==> src/rtl/rv32i_types.sv <==
// Shared RV32I pipeline types and constants used across the pipeline stages.
package rv32i_types;

  typedef enum logic [1:0] {
    FETCH   = 2'd0,
    HOLD    = 2'd1,
    DISCARD = 2'd2
  } if_state_t;

  // addi x0,x0,0 -- the canonical bubble for flushes and empty slots
  localparam logic [31:0] NOP_INSTR = 32'h0000_0013;

  function automatic logic [31:0] pc_next(input logic [31:0] pc);
    return pc + 32'd4;
  endfunction

endpackage

==> src/rtl/if_id_reg.sv <==
// Generic PC/instruction pipeline register with flush > stall > load > bubble priority.
module if_id_reg
  import rv32i_types::*;
#(
  parameter int                 DATA_W = 32,
  parameter logic [DATA_W-1:0]  BUBBLE = NOP_INSTR
) (
  input  logic              clk,
  input  logic              rst,
  input  logic              flush,
  input  logic              stall,
  input  logic              load,
  input  logic [31:0]       pc_in,
  input  logic [DATA_W-1:0] instr_in,
  output logic [31:0]       pc_out,
  output logic [DATA_W-1:0] instr_out
);

  always_ff @(posedge clk or posedge rst) begin
    if (rst) begin
      pc_out    <= '0;
      instr_out <= BUBBLE;
    end else if (flush) begin
      pc_out    <= '0;
      instr_out <= BUBBLE;
    end else if (stall) begin
      pc_out    <= pc_out;
      instr_out <= instr_out;
    end else if (load) begin
      pc_out    <= pc_in;
      instr_out <= instr_in;
    end else begin
      pc_out    <= '0;
      instr_out <= BUBBLE;
    end
  end

endmodule

==> src/rtl/if_stage.sv <==
// Instruction fetch: owns the PC, issues single-outstanding imem reads and feeds the IF/ID register.
module if_stage #(
  parameter logic [31:0] RESET_PC  = 32'h0000_0060,
  parameter logic [31:0] NOP_INSTR = rv32i_types::NOP_INSTR
) (
  input  logic        clk,
  input  logic        rst,
  input  logic        PCSrc,
  input  logic [31:0] branch_target,
  input  logic        PCWrite,
  input  logic        if_id_write,
  input  logic [31:0] imem_rdata,
  input  logic        imem_resp,
  output logic [31:0] imem_address,
  output logic        imem_read,
  output logic        IF_resp,
  output logic [31:0] ID_PC,
  output logic [31:0] ID_Instruction
);
  import rv32i_types::*;

  if_state_t   state_q;
  logic [31:0] pc_q;
  logic [31:0] buf_q;
  logic [31:0] redirect_q;
  logic        fetch_valid;
  logic [31:0] fetch_instr;
  logic        accept;

  always_comb begin
    imem_address = pc_q;
    imem_read    = (state_q != HOLD);
    fetch_valid  = ((state_q == FETCH) && imem_resp) || (state_q == HOLD);
    fetch_instr  = (state_q == HOLD) ? buf_q : imem_rdata;
    IF_resp      = fetch_valid && !PCSrc;
    accept       = IF_resp && PCWrite && if_id_write;
  end

  // A redirect during an outstanding read keeps pc_q (the address the memory
  // is still serving) and parks the target in redirect_q until the stale response.
  always_ff @(posedge clk or posedge rst) begin
    if (rst) begin
      pc_q       <= RESET_PC;
      state_q    <= FETCH;
      buf_q      <= '0;
      redirect_q <= '0;
    end else begin
      case (state_q)
        FETCH: begin
          if (PCSrc) begin
            if (imem_resp) begin
              pc_q <= branch_target;
            end else begin
              redirect_q <= branch_target;
              state_q    <= DISCARD;
            end
          end else if (imem_resp) begin
            if (accept) begin
              pc_q <= pc_next(pc_q);
            end else begin
              buf_q   <= imem_rdata;
              state_q <= HOLD;
            end
          end
        end
        HOLD: begin
          if (PCSrc) begin
            pc_q    <= branch_target;
            state_q <= FETCH;
          end else if (accept) begin
            pc_q    <= pc_next(pc_q);
            state_q <= FETCH;
          end
        end
        DISCARD: begin
          if (imem_resp) begin
            pc_q    <= PCSrc ? branch_target : redirect_q;
            state_q <= FETCH;
          end else if (PCSrc) begin
            redirect_q <= branch_target;
          end
        end
        default: state_q <= FETCH;
      endcase
    end
  end

  if_id_reg #(
    .DATA_W (32),
    .BUBBLE (NOP_INSTR)
  ) u_if_id_reg (
    .clk       (clk),
    .rst       (rst),
    .flush     (PCSrc),
    .stall     (!if_id_write),
    .load      (accept),
    .pc_in     (pc_q),
    .instr_in  (fetch_instr),
    .pc_out    (ID_PC),
    .instr_out (ID_Instruction)
  );

endmodule

==> config.mk <==
export PLATFORM = sky130hd
export DESIGN_NAME = if_stage
export DESIGN_NICKNAME = d
export VERILOG_FILES = /design/src/rtl/rv32i_types.sv /design/src/rtl/if_id_reg.sv /design/src/rtl/if_stage.sv
export SDC_FILE = /design/constraint.sdc
export NUM_CORES = 1
export LEC_CHECK = 0
export ABC_AREA = 1
export CAP_MARGIN = 40
export CORE_AREA = 5 5 172 125
export CTS_CLUSTER_DIAMETER = 50
export DETAILED_ROUTE_END_ITERATION = 12
export DIE_AREA = 0 0 177 130
export GPL_TIMING_DRIVEN = 0
export PLACE_DENSITY = 0.72
export REMOVE_ABC_BUFFERS = 1
export SLEW_MARGIN = 5
export SYNTH_ARGS = -nofsm -noshare
export SYNTH_HDL_FRONTEND = slang
export SYNTH_HIERARCHICAL = 1
export SYNTH_SLANG_ARGS = --single-unit
==> constraint.sdc <==
create_clock -name clk -period 4.8 [get_ports clk]
set_clock_uncertainty 0.1 [all_clocks]
set_input_delay 0.96 -clock clk [delete_from_list [all_inputs] [get_ports clk]]
set_output_delay 0.96 -clock clk [all_outputs]
set_load 0.02 [all_outputs]
==> results of run 1 <==
synth_stat cells, drive strengths merged:
library cell    n
a21boi          1
a21oi          89
a22oi           2
a31oi           2
and2            3
buf            45
clkbuf         24
clkinv          1
dfrtp         157
dfstp           5
ha              1
inv           101
nand2         411
nand3          15
nand3b          6
nand4          61
nor2          102
nor3            3
o21ai         102
o22a           23
xnor2           2
xor2            6
per-layer routing:
| metal | GRT usage (%) | wire (um) | up-vias |
|---|---|---|---|
| li1 | - | - | 4017 |
| met1 | 32.0 | 11900 | 3894 |
| met2 | 34.5 | 11100 | 254 |
| met3 | 5.04 | 1760 | 21 |
| met4 | 4.46 | 246 | 2 |
| met5 | 0 | 13 | - |
registers in the layout (all words and copies together), names as in the netlist:
name	count
buf_q	32
imem_address	32
u_if_id_reg/instr_out	32
redirect_q	32
state_q	2
u_if_id_reg/pc_out	32
where the power goes:
| group | switching [uW] | internal [uW] |
|---|---|---|
| Clock | 629 | 740 |
| Combinational | 701 | 516 |
| Sequential | 270 | 1610 |
| Total | 1600 | 2870 |
worst max-delay path, cell delays in order:
cell and delay (ps):
buf_2 260, buf_16 240, nor2_4 120, inv_2 80, nor2_4 120, clkdlybuf4s50_1 620
logic make-up (layout without fill, tap and decap cells):
logic type,count (synthesis),in the layout
AOI/OAI and AO/OA,219,219
DFF,162,162
adders and majority gates,1,1
and+or+nand+nor,601,601
xor gates and xnor gates,8,8
buffers and inverters,171,311
final timing paths:
| check | from | end | slack (ps) | cells past startpoint |
|---|---|---|---|---|
| setup / recovery | PCSrc | IF_resp | 1320 | 6 |
| hold / removal | u_if_id_reg/instr_out[0] | u_if_id_reg/instr_out[0] | 370 | 2 |
| setup reg to reg | state_q[0] | imem_address[2] | 2210 | 6 |
| hold reg to reg | u_if_id_reg/instr_out[0] | u_if_id_reg/instr_out[0] | 370 | 2 |
| max in group asynchronous | rst | imem_address[6] | 2880 | 3 |
| min in group asynchronous | rst | u_if_id_reg/instr_out[26] | 850 | 2 |
layout by cell type (no fill, tap or decap), types with 6 or more instances in the layout:
cell,count
nand2_1,394
clkdlybuf4s50_1,166
dfrtp_1,157
nor2_1,91
inv_1,90
a21oi_1,89
o21ai_0,76
nand4_1,61
o21ai_1,26
o22a_1,23
clkbuf_16,17
nand2_2,16
nand3_1,14
inv_2,8
inv_6,8
nor2_2,7
xor2_1,6
nand3b_1,6
buf_12,6
stage by stage:
| step | hold slack (ps) | power (uW) | utilization [%] | TNS [ps] |
|---|---|---|---|---|
| after global placement | 357 | 3060 | 52.8 | -103610 |
| after CTS | 371 | 4490 | 57.0 | 0 |
| after detailed placement | 359 | 3110 | 54.0 | 0 |
| after floorplan | 353 | 2560 | - | 0 |
| after global routing | 386 | 4740 | 57.0 | 0 |
| final | 372 | 4470 | 57.0 | 0 |
final cells by class:
type                    count  area, um^2  share of cell area (%)
multi-input cells         829        3840                    34.6
clock inverters            15         163                    1.47
clock buffers              17         425                    3.83
well taps                 270         338                    3.04
inverters                 102         394                    3.55
repair buffers            177        1880                    17.0
flip-flops and latches    162        4060                    36.6
==> summary.txt, run 1 <==
Route
  – Routed WL per cell: 15.9 um
  – DRC violations left: 0
  – Drt initial violations: 766
  – Antenna Violating Nets Remaining: 0
  – DR vias/cell: 5.21
  – DR pass1 iterations: 5
  – Drt total wl: 25000 um
  – Vias: 8188

Setup path
  – CP arrival: 2420 ps
  – CP max FO: 24
  – CP required: 3740 ps
  – CP Capture Type: output port
  – WS Path Type: in2out
  – CP Launch Type: input pin

Finish
  – Fillers: 1787
  – Design Area, Final: 11100 um^2
  – Synth-to-layout area growth: 27.9%
  – Fraction of layout cells with a size suffix above 1: 6.84%
  – Final net count: 1360
  – N_diodes: 0
  – Finished Layout Cells: 1572

Floorplanning
  – Site row count: 43
  – # IOs: 168
  – Chip width: 177 um
  – Die height: 130 um
  – Core footprint: 19500 um^2
  – DIE AREA: 23000 um^2
  – Initial Util: 44.6%

Synthesis
  – Simple-Gate Fraction of Synth Area: 29.5%
  – Adder-Cell Fraction of Synth Area: 0.144%
  – Ranking of synthesized cells by area: dfrtp_1, nand2_1, a21oi_1
  – Mapped Area: 8680 um^2
  – Cell taking the most area after synthesis: dfrtp_1
  – Post-synthesis mux area share: 0%
  – Yosys warns: 6
  – Unique masters post-synth: 33
  – Combinational family with the most area after synthesis: simple AND/OR/NAND/NOR gates
  – Avg Synthesized Cell Area: 7.47 um^2
  – Post-synth top area share: 45.3%
  – Seq/Total Area, Yosys: 46.8%
  – Synth Area in Compound Gates: 13.7%
  – Flops & latches, synth: 162
  – Post-synthesis xor/xnor area fraction: 0.807%
  – Cells after Synth: 1162

Clocking
  – H-tree levels: 4
  – Hold_buf cts: 0
  – CTS tree: built
  – Worst-path clk slew: 60 ps
  – Clk_lat worst skew: 420 ps
  – CTS buffer count: 17
  – # resized after CTS: 0
  – Clock Tree Root: clkbuf_16
  – Clk buf depth: 2
  – Setup Buffers After CTS: 0
  – Clk sinks: 162

Timing
  – Crit path time final: 3480 ps
  – Fmax: 288 MHz
  – Hold violation total from the final report: 0
  – Slew margin rel.: 45.7%
  – RSZ-0062 raised after global routing: false
  – Pins Over Slew Limit: 0
  – Setup violators final: 0
  – Final setup margin: 1320 ps
  – Final Cycle Share: 72.4%
  – Worst-margin pin slew: 814 ps

Global routing
  – Number of global-route vias before repair: 7828
  – Total GRT Usage: 22.1%
  – Congestion Overflow GR: 0
  – Largest net degree at the start of global routing: 65
  – Initial antenna violation count: 1
  – First-pass GRT wire length: 41000 um

Placement
  – Placed Cells incl. Taps: 1540
  – Dpl ws: 1330 ps
  – Dpl cell area: 10500 um^2
  – Gpl congestion: 0.828
  – I/O Buffers: 167
  – Final HPWL from detailed placement: 16400 um

Pwr
  – Max VDD drop: 0.000275 V
  – Pwr Density: 402 nW/um^2
  – Leak pwr: 0.00537 uW

Status
  – Status: complete, no violations

Run
  – Max-Cap Viols: 0

Worst hold path
  – Hold/Removal Path Class: reg2reg
Note: power is estimated with default switching activity, not from simulation.
==> run 2: changes to the inputs <==
--- a/config.mk
+++ b/config.mk
@@ -12,7 +12,7 @@
 export DETAILED_ROUTE_END_ITERATION = 12
 export DIE_AREA = 0 0 177 130
 export GPL_TIMING_DRIVEN = 0
-export PLACE_DENSITY = 0.72
+export PLACE_DENSITY = 0.75
 export REMOVE_ABC_BUFFERS = 1
 export SLEW_MARGIN = 5
 export SYNTH_ARGS = -nofsm -noshare
==> constraint.sdc (replaced) <==
create_clock -name clk -period 2.98 [get_ports clk]
set_clock_uncertainty 0.1 [all_clocks]
set_input_delay 0.596 -clock clk [delete_from_list [all_inputs] [get_ports clk]]
set_output_delay 0.596 -clock clk [all_outputs]
set_load 0.02 [all_outputs]
==> summary.txt, run 2 (same netlist as run 1, synthesis figures left out) <==
Status
  – Status: complete, no violations

Placement
  – Dpl cell area: 10500 um^2 (about the same)
  – I/O Buffers: 167 (unchanged)
  – Final HPWL from detailed placement: 17000 um (+3.3%)
  – Gpl congestion: 0.848 (+2.4%)
  – Dpl ws: -44.1 ps (-1370 ps)

Floorplanning
  – Site row count: 43 (unchanged)
  – Die height: 130 um (unchanged)
  – Chip width: 177 um (unchanged)
  – Core footprint: 19500 um^2 (unchanged)
  – Initial Util: 44.6% (unchanged)
  – # IOs: 168 (unchanged)
  – DIE AREA: 23000 um^2 (unchanged)

Global routing
  – Number of global-route vias before repair: 7734 (-1.2%)
  – Congestion Overflow GR: 0 (unchanged)
  – Total GRT Usage: 22.1% (about the same)
  – Largest net degree at the start of global routing: 65 (unchanged)
  – First-pass GRT wire length: 40900 um (-0.27%)
  – Initial antenna violation count: 0 (-1)

Timing
  – RSZ-0062 raised after global routing: false
  – Fmax: 364 MHz
  – Worst-margin pin slew: 874 ps (+60.2 ps)
  – Setup TNS: 0 ps (unchanged)
  – Slew margin rel.: 41.6% (-4.1 points)
  – Worst hold margin: 377 ps (+4.90 ps)
  – Setup violators final: 0 (unchanged)
  – Final Cycle Share: 92.2%
  – Crit path time final: 2750 ps
  – Pins Over Slew Limit: 0 (unchanged)
  – Final setup margin: 231 ps (-1090 ps)
  – Hold violation total from the final report: 0 (unchanged)

Pwr
  – Max VDD drop: 0.000355 V (+29%)
  – Design Power: 7120 uW (+59%)
  – Leak pwr: 0.00537 uW (about the same)
  – Pwr Density: 642 nW/um^2 (+60%)

Route
  – Drt initial violations: 706 (-7.8%)
  – DR WL met2: 11300 um (+1.8%)
  – Vias: 8269 (+0.99%)
  – Metal-1 WL: 12000 um (+0.73%)
  – DR pass1 iterations: 5 (unchanged)
  – DRC violations left: 0 (unchanged)
  – Routed WL per cell: 16.0 um (+0.85%)
  – Drt total wl: 25200 um (+0.92%)
  – Routed wl met3: 1820 um (+3.3%)
  – Uppermost routed layer: met4
  – DR vias/cell: 5.26 (+0.93%)
  – Antenna Violating Nets Remaining: 0 (unchanged)

Finish
  – Fillers: 1823 (+2.0%)
  – Register Area: 4060 um^2 (unchanged)
  – Synth-to-layout area growth: 27.7%
  – Design Area, Final: 11100 um^2 (-0.20%)
  – Fraction of layout cells with a size suffix above 1: 6.84% (unchanged)
  – Final net count: 1360 (unchanged)
  – Commonest non-fill, non-tap cell in the layout: nand2_1
  – Commonest cells after routing, fill and taps aside: nand2_1, clkdlybuf4s50_1, dfrtp_1, nor2_1, inv_1
  – Multi-input gate area: 3840 um^2 (unchanged)

Clocking
  – # resized after CTS: 0 (unchanged)
  – Clk sinks: 162 (unchanged)
  – Setup Buffers After CTS: 0 (unchanged)
  – Worst-path clk slew: 60 ps (about the same)
  – Clk buf depth: 2 (unchanged)
  – CTS buffer count: 17 (unchanged)
  – CTS tree: built
  – H-tree levels: 4 (unchanged)
  – Clock Tree Root: clkbuf_16
  – Hold_buf cts: 0 (unchanged)
  – Clk_lat worst skew: 430 ps (about the same)

Setup path
  – CP required: 2280 ps (-1460 ps)
  – WS Path Type: in2out
  – CP arrival: 2050 ps (-370 ps)
  – Reg2Reg Setup Slack: 340 ps (-1870 ps)
  – CP Capture Type: output port
  – CP max FO: 24 (unchanged)
  – CP Launch Type: input pin

Run
  – Max-Cap Viols: 0 (unchanged)

Worst hold path
  – Hold/Removal Path Class: reg2reg
==> run 2: critical path, cell delays in order <==
cell and delay [ps]:
buf_2 260, buf_16 250, nor2_4 120, inv_2 80
nor2_4 110, clkdlybuf4s50_1 610
==> run 2: path summary, 6_finish.rpt <==
kind,from,endpoint,depth (start not counted)
max in group asynchronous,rst,imem_address[6],3
hold reg to reg,u_if_id_reg/instr_out[1],u_if_id_reg/instr_out[1],2
min in group asynchronous,rst,u_if_id_reg/pc_out[21],2
setup / recovery,PCSrc,IF_resp,6
setup reg to reg,state_q[0],imem_address[13],6
hold / removal,u_if_id_reg/instr_out[1],u_if_id_reg/instr_out[1],2
==> run 2: through the flow <==
stage / instances / util, %
6_report: 1573 / 56.9
5_1_grt: 1572 / 56.9
4_1_cts: 1572 / 56.9
3_5_place_dp: 1540 / 54.0
3_3_place_gp: 1530 / 52.8
2_1_floorplan: 1093 / -
==> run 2: final cells by class <==
class	count	area share, %
Inverter	102	3.56
Sequential cell	162	36.7
Tap cell	270	3.05
Clock buffer	17	3.84
Clock inverter	15	1.21
Timing Repair Buffer	177	17.0
Antenna cell	1	0.0226
Multi-Input combinational cell	829	34.6
==> run 2: per-layer routing <==
layer / vias to the layer above / track usage (%)
met4: 0 / 4.27
li1: 4010 / -
met2: 283 / 34.6
met3: 14 / 5.62
met1: 3962 / 31.7
met5: - / 0
==> run 2: report_power, final <==
group          leakage (uW)  total, uW  switching, uW  internal, uW
combinational       0.00306       1960           1130           831
sequential          0.00204       3040            445          2590
clock              0.000275       2110            953          1160
